## config.mk

```make
export PLATFORM = sky130hd
export DESIGN_NAME = signed_div32x16_seq
export DESIGN_NICKNAME = d
export VERILOG_FILES = /design/src/rtl/signed_div32x16_seq.sv
export SDC_FILE = /design/constraint.sdc
export NUM_CORES = 1
export LEC_CHECK = 0
export ABC_AREA = 1
export CAP_MARGIN = 10
export CORE_MARGIN = 5
export CORE_UTILIZATION = 55
export DETAILED_ROUTE_END_ITERATION = 12
export GPL_TIMING_DRIVEN = 1
export MAX_ROUTING_LAYER = met4
export PLACE_DENSITY = 0.77
export SYNTH_ARGS = -nofsm -noshare
export SYNTH_HDL_FRONTEND = slang
export SYNTH_SLANG_ARGS = --single-unit
```

## constraint.sdc

```tcl
create_clock -name sys_clk -period 2.2 [get_ports sys_clk]
set_input_delay 0.44 -clock sys_clk [delete_from_list [all_inputs] [get_ports sys_clk]]
set_output_delay 0.44 -clock sys_clk [all_outputs]
set_load 0.005 [all_outputs]
```

## src/rtl/signed_div32x16_seq.sv

```systemverilog
// Sequential signed 32/16 divider: one restoring radix-2 step per cycle on
// operand magnitudes, with sign fix-up and divide-by-zero / overflow handling.
module signed_div32x16_seq (
  input  logic               sys_clk,
  input  logic               sys_rst_n,
  input  logic               en,
  input  logic               in_valid,
  output logic               in_ready,
  input  logic signed [31:0] dividend,
  input  logic signed [15:0] divisor,
  output logic               out_valid,
  input  logic               out_ready,
  output logic signed [31:0] quotient,
  output logic signed [15:0] remainder,
  output logic               div_by_zero,
  output logic               overflow
);

  typedef enum logic [2:0] {IDLE, PREP, CALC, FIX, DONE} state_t;

  state_t             state_q, state_d;
  logic signed [31:0] dvd_q, dvd_d;
  logic signed [15:0] dvs_q, dvs_d;
  logic [31:0]        mag_q, mag_d;    // dividend magnitude, shifts out MSB and takes quotient bits in
  logic [16:0]        dmag_q, dmag_d;  // divisor magnitude; 17 bits so -32768 stays exact
  logic [15:0]        rem_q, rem_d;    // partial remainder, always < |divisor| <= 32768
  logic [4:0]         cnt_q, cnt_d;
  logic               negq_q, negq_d;
  logic               negr_q, negr_d;
  logic signed [31:0] quo_q, quo_d;
  logic signed [15:0] rm_q, rm_d;
  logic               dbz_q, dbz_d;
  logic               ovf_q, ovf_d;
  logic [16:0]        rem_sh;

  // Magnitude of a 32-bit two's-complement value; -2^31 maps to 2^31 unsigned.
  function automatic logic [31:0] abs32(input logic signed [31:0] v);
    logic [31:0] u;
    u = v;
    return v[31] ? (~u + 32'd1) : u;
  endfunction

  // Magnitude of a 16-bit value, widened so -32768 becomes +32768.
  function automatic logic [16:0] abs17(input logic signed [15:0] v);
    logic [16:0] u;
    u = {v[15], v};
    return v[15] ? (~u + 17'd1) : u;
  endfunction

  assign in_ready    = (state_q == IDLE);
  assign out_valid   = (state_q == DONE);
  assign quotient    = quo_q;
  assign remainder   = rm_q;
  assign div_by_zero = dbz_q;
  assign overflow    = ovf_q;

  // Next-state and datapath updates; en low clears everything and wins over handshakes.
  always_comb begin
    state_d = state_q;
    dvd_d   = dvd_q;
    dvs_d   = dvs_q;
    mag_d   = mag_q;
    dmag_d  = dmag_q;
    rem_d   = rem_q;
    cnt_d   = cnt_q;
    negq_d  = negq_q;
    negr_d  = negr_q;
    quo_d   = quo_q;
    rm_d    = rm_q;
    dbz_d   = dbz_q;
    ovf_d   = ovf_q;
    rem_sh  = {rem_q, mag_q[31]};
    if (!en) begin
      state_d = IDLE;
      dvd_d   = '0;
      dvs_d   = '0;
      mag_d   = '0;
      dmag_d  = '0;
      rem_d   = '0;
      cnt_d   = '0;
      negq_d  = 1'b0;
      negr_d  = 1'b0;
      quo_d   = '0;
      rm_d    = '0;
      dbz_d   = 1'b0;
      ovf_d   = 1'b0;
    end else begin
      case (state_q)
        IDLE: begin
          if (in_valid) begin
            dvd_d   = dividend;
            dvs_d   = divisor;
            state_d = PREP;
          end
        end
        PREP: begin
          negq_d = dvd_q[31] ^ dvs_q[15];
          negr_d = dvd_q[31];
          mag_d  = abs32(dvd_q);
          dmag_d = abs17(dvs_q);
          rem_d  = '0;
          cnt_d  = 5'd31;
          if (dvs_q == 16'sd0) begin
            quo_d   = dvd_q[31] ? 32'sh8000_0000 : 32'sh7FFF_FFFF;
            rm_d    = dvd_q[15:0];
            dbz_d   = 1'b1;
            ovf_d   = 1'b0;
            state_d = DONE;
          end else if (dvd_q == 32'sh8000_0000 && dvs_q == 16'shFFFF) begin
            quo_d   = 32'sh7FFF_FFFF;
            rm_d    = '0;
            dbz_d   = 1'b0;
            ovf_d   = 1'b1;
            state_d = DONE;
          end else begin
            state_d = CALC;
          end
        end
        CALC: begin
          if (rem_sh >= dmag_q) begin
            rem_d = 16'(rem_sh - dmag_q);
            mag_d = {mag_q[30:0], 1'b1};
          end else begin
            rem_d = rem_sh[15:0];
            mag_d = {mag_q[30:0], 1'b0};
          end
          if (cnt_q == 5'd0) begin
            state_d = FIX;
          end else begin
            cnt_d = cnt_q - 5'd1;
          end
        end
        FIX: begin
          quo_d   = negq_q ? (32'd0 - mag_q) : mag_q;
          rm_d    = negr_q ? (16'd0 - rem_q) : rem_q;
          dbz_d   = 1'b0;
          ovf_d   = 1'b0;
          state_d = DONE;
        end
        DONE: begin
          if (out_ready) state_d = IDLE;
        end
        default: state_d = IDLE;
      endcase
    end
  end

  // State and datapath registers, all cleared by the asynchronous reset.
  always_ff @(posedge sys_clk or negedge sys_rst_n) begin
    if (!sys_rst_n) begin
      state_q <= IDLE;
      dvd_q   <= '0;
      dvs_q   <= '0;
      mag_q   <= '0;
      dmag_q  <= '0;
      rem_q   <= '0;
      cnt_q   <= '0;
      negq_q  <= 1'b0;
      negr_q  <= 1'b0;
      quo_q   <= '0;
      rm_q    <= '0;
      dbz_q   <= 1'b0;
      ovf_q   <= 1'b0;
    end else begin
      state_q <= state_d;
      dvd_q   <= dvd_d;
      dvs_q   <= dvs_d;
      mag_q   <= mag_d;
      dmag_q  <= dmag_d;
      rem_q   <= rem_d;
      cnt_q   <= cnt_d;
      negq_q  <= negq_d;
      negr_q  <= negr_d;
      quo_q   <= quo_d;
      rm_q    <= rm_d;
      dbz_q   <= dbz_d;
      ovf_q   <= ovf_d;
    end
  end

endmodule

```

==> results.toml, run 1 <==
[worst_setup_path]
startpoint_type = "register"
crit_chain = "nor2_2, nand2_1, inv_2, clkdlybuf4s50_1"
cp.arrival_ns = 1.67
path_depth = 4
cp-end-kind = "output port"
max_stage_delay_ns = 0.50
slowest_stage = "clkdlybuf4s50_1"
reg2regPathDepth = 12
worstSetupPathType = "register to output port"
critPathBufInv = 2
worstPathRequired_ns = 1.76
cp_top_family = "buffers and inverters"
cp_max_fo = 4

[global_route]
grt_pass1_vias = 10419
grtUsageTotal_pct = 30.83
antenna_found_initial = 1
grt_first_pass_wirelength_um = 56350
grt_max_degree = 48
grt.overflow.total = 0

[floorplanning]
die_w_um = 152.4
dieArea_um2 = 23230
coreArea_um2 = 20100
pin_count = 105
initial_core_util_pct = 55.49
num_rows = 52
die_height_um = 152.4

[finish]
nets = 1864
drive_above_1_share_pct = 8.449
nFillCells = 1790
syn2layout_area_growth_pct = 20.83
final_cell_mix = "533 x nand2_1, 203 x nand3_1, 171 x dfrtp_1"
final_cell_area_um2 = 13480
multiInputGateArea_um2 = 5958
seqCellArea_um2 = 4332
layout_commonest_cell = "nand2_1"

[cts]
cts-root-buf = "clkbuf_16"
clock_latency_ns = 0.44
clk_pin_slew_worst_paths_ns = 0.06
cts_sinks = 173
htree_num_levels = 4
cts_tree = "built"
cts_buffers = 17
clockBufferDepth = 2

[timing]
finalSetupViolations = 0
period_needed_ns = 2.108
layout_worst_path_cycle_share_pct = 95.82
finalHoldViolCount = 0
max_slew.worst_pin.slew_ns = 0.5768
fin_skew_ns = 0.01462
tns_ns = 0
clock.fmax_ghz = 0.4744
drv_slew = 0
rsz0062_at_grt = "true"
timing.slew.headroom_pct = 61.14

[route]
ant_nets = 0
drc_errors = 0
viasPerCell = 5.617
vias = 11627
dr.first_iter.drc_count = 1378
drt-total-wl_um = 35400
firstDrtPassIters = 5
wl_per_cell_um = 17.10

[synthesis]
syn_area_um2 = 11160
synth_edf_count = 0
synth-seq-cells = 173
syn_nets = 1737
synth_cells = 1659
synth_cell_type_count = 42
ys_seq_area_share_pct = 38.81
synthFlopType = "dfrtp_1"
yosysWarnings = 0
synth_area_per_cell_um2 = 6.724
async_reset_ff_share_pct = 100.0

[worst_hold_path]
min_path_cells = 5
holdCritPathClass = "primary input to register"

[pwr]
internal_power_uw = 11860
p_seq_share_pct = 20.4
p_sw_uw = 12810
power_leakage_uw = 0.006716
vdd_drop_max_mv = 2.441
combPwrFrac_pct = 67.8
swShare_pct = 51.92
pwr-share-clk_pct = 11.8
powerDensity_nw_per_um2 = 1830

[placed_design]
portBuffers = 104
hpwl_um = 26990
place_area_um2 = 12760
gpl.final_weighted_congestion = 1.040

[run]
cap_violations = 0

[run_status]
status = "finished, final reports clean"
state kept, by name, indices dropped and copies added (netlist names):
signal	flops
mag_q	32
dvs_q	16
quotient	32
rem_q	16
remainder	16
dvd_q	32
div_by_zero	1
overflow	1
negr_q	1
cnt_q	5
state_q	3
dmag_q	17
negq_q	1
cell families (layout without fill, tap and decap cells):
group           Yosys count  after routing  synth area share (%)
buf+inv                 241            379                 8.737
flops                   173            173                 38.81
fa+ha+maj                25             25                 2.871
simple gates            942            944                 35.90
xor+xnor                 17             17                 1.335
other cells               0              1                     0
compound gates          261            261                 12.35
final timing paths:
| path | start | end | slack, ns |
|---|---|---|---|
| min in group asynchronous | sys_rst_n | remainder[13] | 0.48 |
| max | state_q[0] | in_ready | 0.09 |
| max in group asynchronous | sys_rst_n | dvs_q[14] | 0.89 |
| min reg2reg | quotient[13] | quotient[13] | 0.48 |
| max reg2reg | dvd_q[1] | remainder[10] | 0.11 |
| min | en | mag_q[18] | 0.47 |
area by class of cell:
class | count | area share [%]
Clock inverter | 12 | 0.8447
Timing Repair Buffer | 167 | 11.97
Antenna cell | 1 | 0.01856
Sequential cell | 173 | 32.14
Multi-Input combinational cell | 1247 | 44.20
Tap cell | 270 | 2.506
Clock buffer | 20 | 3.314
Inverter | 180 | 5.013
power groups by stage:
stage / combinational, uW / clock, uW / sequential (uW)
final: 16700 / 2900 / 5030
after global routing: 18600 / 3080 / 5140
after CTS: 16000 / 2930 / 4990
after detailed placement: 15800 / 0 / 5030
after global placement: 15800 / 0 / 5000
after floorplan: 11100 / 0 / 4760
repair_timing:
item / in CTS / in global routing
setup endpoints to repair: 32 / 68
buffers inserted: 0 / 3
pin swaps: 1 / 2
gates cloned: 1 / 1
hold endpoints to repair: 34 / 0
hold buffers: 1 / 0
gates resized for setup: 2 / 25
stage by stage:
stage	power (uW)	util [%]	std cells	hold WS (ns)	setup WS [ns]
after floorplan	15830	-	1659	0.1444	0.3518
after global placement	20780	63.49	2031	0.3747	0.02525
after detailed placement	20880	63.49	2031	0.3755	-0.06278
after CTS	23930	66.41	2065	0.4677	0.01002
after global routing	26810	67.05	2070	0.4947	-0.02889
final	24670	67.05	2070	0.4749	0.09191
layer usage:
layer	global-route usage [%]	vias up	wire, um
met2	42.23	606	14450
li1	-	5657	-
met1	47.00	5319	16520
met4	7.340	0	752
met3	6.220	45	3668
met5	-	-	0
synthesized netlist by cell type, types with 14 or more instances:
master | number | area [um^2]
a21oi_1 | 73 | 365.4
clkbuf_1 | 34 | 127.6
o22ai_1 | 17 | 106.4
inv_2 | 14 | 52.55
nand3_1 | 204 | 1021
inv_1 | 164 | 615.6
nor2_1 | 134 | 503.0
ha_1 | 24 | 300.3
nor3_1 | 20 | 100.1
dfrtp_1 | 173 | 4329
nand2_1 | 538 | 2019
o21ai_0 | 149 | 745.7
worst reg2reg max path: stages, from the launching register on:
cell and delay [ns]:
dfrtp_1 0.38, inv_1 0.08, ha_1 0.18, nand3_1 0.19, nor2_4 0.19, nand2_1 0.10
nor2_1 0.14, nand2_1 0.09, nand3_1 0.10, nand2_2 0.17, buf_4 0.24, nand2_1 0.08
nand2_1 0.06
Note: power is estimated with default switching activity, not from simulation.
==> run 2, diff against run 1 <==
clock period = 2.05 ns   (was 2.2 ns; I/O delays follow)
==> results.toml, run 2 (synthesized netlist as in run 1, its figures left out) <==
[run_status]
status = "finished, final reports clean"

[timing]
timing.slew.headroom_pct = 65.40
drv_slew = 0
fin_ws_ns = 0.01465
rsz0062_at_grt = "true"
finalHoldViolCount = 0
finalSetupViolations = 0
tns_ns = 0
max_slew.worst_pin.slew_ns = 0.5191
layout_worst_path_cycle_share_pct = 99.29
fin_skew_ns = 0.01753
period_needed_ns = 2.035
clock.fmax_ghz = 0.4913

[worst_setup_path]
startpoint_type = "register"
worstSetupPathType = "register to register"
path_depth = 10
slowest_stage = "dfrtp_1"
cp_max_fo = 8
cp.arrival_ns = 2.36
cp-end-kind = "register"
crit_path_frequent_cell = "nand2_1"
crit_chain = "ha_4, nand2_1, nor2_1, nand3_1, nand3_2, nand3_4, nand2_4, nand2_1, nand3_1, nand2_1"
max_stage_delay_ns = 0.46
worstPathRequired_ns = 2.38
cp_top_family = "simple AND/OR/NAND/NOR gates"
reg2regPathDepth = 10
critPathBufInv = 0

[floorplanning]
dieArea_um2 = 23230
die_w_um = 152.4
pin_count = 105
coreArea_um2 = 20100
num_rows = 52
initial_core_util_pct = 55.49
die_height_um = 152.4

[finish]
drive_above_1_share_pct = 16.33
final_cell_area_um2 = 14650
syn2layout_area_growth_pct = 31.34
n_antenna_cell = 0
layout_commonest_cell = "nand2_1"
final_cell_mix = "519 x nand2_1, 194 x nand3_1, 168 x dfrtp_1"
nets = 1957
final_cells = 2162

[cts]
clock_latency_ns = 0.44
htree_num_levels = 4
clk_pin_slew_worst_paths_ns = 0.08
cts_buffers = 17
cts_tree = "built"
cts_sinks = 173
cts-root-buf = "clkbuf_16"
clockBufferDepth = 2

[global_route]
antenna_found_initial = 0
grt_pass1_vias = 10753
grt.overflow.total = 0
grt_first_pass_wirelength_um = 58650
grt_max_degree = 55
grtUsageTotal_pct = 32.04

[route]
viasPerCell = 5.632
dr.first_iter.drc_count = 1346
firstDrtPassIters = 6
drc_errors = 0
drt-total-wl_um = 37740
vias = 12177
ant_nets = 0
wl_per_cell_um = 17.46

[placed_design]
hpwl_um = 28010
dp_cells = 2101
preCtsSetupSlack_ns = -0.1994
gpl.final_weighted_congestion = 1.013
place_area_um2 = 13290
portBuffers = 104

[worst_hold_path]
holdCritPathClass = "primary input to asynchronous set/reset pin"

[run]
cap_violations = 0
[run 2: cell types whose count changed in the layout (fill, tap and decap cells not counted), moves of 9 or more]
| cell | previous run | this run |
|---|---|---|
| buf_4 | 54 | 137 |
| ha_1 | 21 | 9 |
| ha_4 | 0 | 14 |
| inv_1 | 163 | 149 |
| inv_2 | 15 | 29 |
| nand2_1 | 533 | 519 |
| nand2_2 | 8 | 17 |
| nand3_1 | 203 | 194 |
| nor2_1 | 129 | 120 |
[run 2: what timing repair did]
| item | 4_1_cts | 5_1_grt |
|---|---|---|
| pin swaps | 5 | 25 |
| setup buffers | 3 | 23 |
| hold buffers | 1 | 0 |
| cloned | 2 | 4 |
| setup endpoints to repair | 70 | 85 |
| gates resized for setup | 16 | 100 |
| hold endpoints to repair | 46 | 0 |
[run 2: area by class of cell]
type	count	area, um^2
multi-input cells	1249	6344
fillers	1681	5453
flip-flops and latches	173	4335
repair buffers	258	2376
inverters	180	675.6
clock buffers	20	446.7
well taps	270	337.8
clock inverters	12	136.4
[run 2: worst register-to-register path: cells and delay by family, from the launching register on]
family | cells | cell delay, ns
adder cells (fa/ha/maj) | 1 | 0.32
flip-flops | 1 | 0.46
AND/OR/NAND/NOR | 9 | 1.13
[run 2: routing by layer]
| metal | vias to the layer above | GRT usage, % | wire (um) |
|---|---|---|---|
| met3 | 56 | 4.885 | 3580 |
| met1 | 5677 | 48.56 | 16990 |
| met5 | - | - | 0 |
| li1 | 5830 | - | - |
| met2 | 614 | 46.17 | 16550 |
| met4 | 0 | 5.940 | 620 |
[run 2: path summary, 6_finish.rpt]
path,startpoint,end,slack (ns)
setup / recovery,rem_q[3],rem_q[3],0.01
hold / removal,sys_rst_n,rem_q[12],0.48
setup reg to reg,rem_q[3],rem_q[3],0.01
hold reg to reg,quotient[12],quotient[12],0.48
max in group asynchronous,sys_rst_n,dvs_q[3],0.84
min in group sys_clk,quotient[12],quotient[12],0.48
[run 2: metrics by stage]
| step | hold slack (ns) | utilization, % |
|---|---|---|
| after floorplan | 0.1144 | - |
| after global placement | 0.3853 | 66.11 |
| after detailed placement | 0.3907 | 66.11 |
| after CTS | 0.4359 | 69.60 |
| after global routing | 0.4928 | 72.88 |
| final | 0.4782 | 72.88 |
Power of run 2 is left out: the tool's default activity adds up to more than one toggle a clock period on the data nets, which glitch-free logic cannot reach.
==> run 3, diff against run 2 <==
CORE_MARGIN = not set   (was 5)
TNS_END_PERCENT = 100   (was not set)
==> results.toml, run 3 (synthesized netlist as in run 1, its figures left out) <==
[timing]
layout_worst_path_cycle_share_pct = 99.45
fin_ws_ns = 0.01119
rsz0062_at_grt = "true"
period_needed_ns = 2.039
drv_slew = 0
max_slew.worst_pin.slew_ns = 0.5206
finalSetupViolations = 0
clock.fmax_ghz = 0.4905
timing.slew.headroom_pct = 65.26
fin_skew_ns = 0.009950
finalHoldViolCount = 0

[cts]
cts_tree = "built"
cts_sinks = 173
clk_pin_slew_worst_paths_ns = 0.07
cts-root-buf = "clkbuf_16"
clockBufferDepth = 2
cts_buffers = 17
htree_num_levels = 4
clock_latency_ns = 0.44

[worst_setup_path]
worstPathRequired_ns = 2.38
cp.arrival_ns = 2.37
reg2regPathDepth = 13
worstSetupPathType = "register to register"
cp-end-kind = "register"
startpoint_type = "register"
cp_max_fo = 8
reg2reg_from = "dvs_q[0]"
crit-reg2reg-capture = "quotient[7]"
rrSetupSlack_ns = 0.01

[global_route]
antenna_found_initial = 0
grt_max_degree = 49
grt.overflow.total = 0
grt_first_pass_wirelength_um = 56380
grtUsageTotal_pct = 36.35
grt_pass1_vias = 10860

[worst_hold_path]
min_to = "state_q[0]"
min_path_cells = 3
holdCritPathClass = "primary input to register"
hold_start = "en"

[route]
wl_per_cell_um = 17.26
ant_nets = 0
vias = 12110
dr.first_iter.drc_count = 1272
viasPerCell = 5.696
drc_errors = 0
drt-total-wl_um = 36690
firstDrtPassIters = 8

[pwr]
p_sw_uw = 14600
vdd_drop_max_mv = 2.256
powerDensity_nw_per_um2 = 2021
internal_power_uw = 14420
pwr-share-clk_pct = 11.1
p_seq_share_pct = 18.3
total_power_uw = 29020
power_leakage_uw = 0.007130
swShare_pct = 50.32
combPwrFrac_pct = 70.5

[floorplanning]
coreArea_um2 = 19650
dieArea_um2 = 20860
num_rows = 51
die_height_um = 144.4
die_w_um = 144.4
initial_core_util_pct = 56.76
pin_count = 105

[run_status]
status = "finished, final reports clean"

[finish]
syn2layout_area_growth_pct = 28.74
drive_above_1_share_pct = 15.31
final_cell_mix = "502 x nand2_1, 197 x nand3_1, 170 x dfrtp_1"
nets = 1926
n_antenna_cell = 0
layout_commonest_cell = "nand2_1"

[placed_design]
hpwl_um = 26870
gpl.final_weighted_congestion = 0.9828
portBuffers = 104
preCtsSetupSlack_ns = -0.1023

[run]
cap_violations = 0
run 3: power by group through the flow:
stage	sequential, uW	combinational (uW)	clock [uW]
after floorplan	5110	11900	0
after global placement	5270	17600	0
after detailed placement	5300	17900	0
after CTS	5230	18100	3240
after global routing	5430	22700	3380
final	5320	20500	3240
run 3: layer usage:
metal  global-route usage, %  vias to the layer above  routed length, um  share of wire (%)
met1                   51.26                     5638              16420                 45
met4                   13.96                        0               1205                3.3
met2                   52.35                      605              15770                 43
met3                   5.596                      100               3282                8.9
met5                       -                        -                  0                  0
li1                        -                     5767                  -                  -
run 3: repair_timing:
item | 4_1_cts | 5_1_grt
gates cloned | 0 | 6
resized for setup | 9 | 113
pin swaps | 0 | 19
hold buffers | 1 | 0
hold endpoints to repair | 27 | 0
buffers inserted | 2 | 12
setup endpoints to repair | 56 | 90
run 3: area by class of cell:
| cell class | instances | area [um^2] |
|---|---|---|
| flip-flops and latches | 173 | 4333 |
| multi-input cells | 1246 | 6284 |
| clock inverters | 12 | 125.1 |
| fillers | 1647 | 5293 |
| inverters | 180 | 678.2 |
| well taps | 265 | 331.6 |
| repair buffers | 230 | 2163 |
| clock buffers | 20 | 446.7 |
run 3: metrics by stage:
step	hold slack, ns	cells	instance area [um^2]	TNS [ns]	utilization, %
after floorplan	0.1144	1659	11160	0	-
after global placement	0.3297	2073	13100	-2.279	66.65
after detailed placement	0.3286	2073	13100	-3.892	66.65
after CTS	0.3251	2108	13720	0	69.79
after global routing	0.3627	2126	14360	-0.8605	73.07
final	0.3303	2126	14360	0	73.07
run 3: worst max-delay path by stage:
stage / cells after the start / end / slack, ns / start
4_1_cts: 4 / out_valid / 0.007 / state_q[1]
3_3_place_gp: 12 / quotient[24] / -0.06 / dvd_q[1]
5_1_grt: 13 / quotient[24] / -0.06 / dvs_q[0]
6_report: 13 / quotient[7] / 0.01 / dvs_q[0]
2_1_floorplan: 12 / rem_q[10] / 0.20 / rem_q[11]
3_5_place_dp: 12 / remainder[10] / -0.10 / dvd_q[1]
run 3: worst max-delay path, cell delays in order, from the launching register on:
cell and delay, ns:
dfrtp_1 0.41, inv_2 0.09, ha_4 0.14, nand4_1 0.16, nor2_1 0.15, nand2_1 0.09, nor2_2 0.19, nand3_2 0.10
nand2_2 0.12, nor2_4 0.04, buf_12 0.13, clkbuf_16 0.18, nand2_2 0.06, nand2_1 0.05
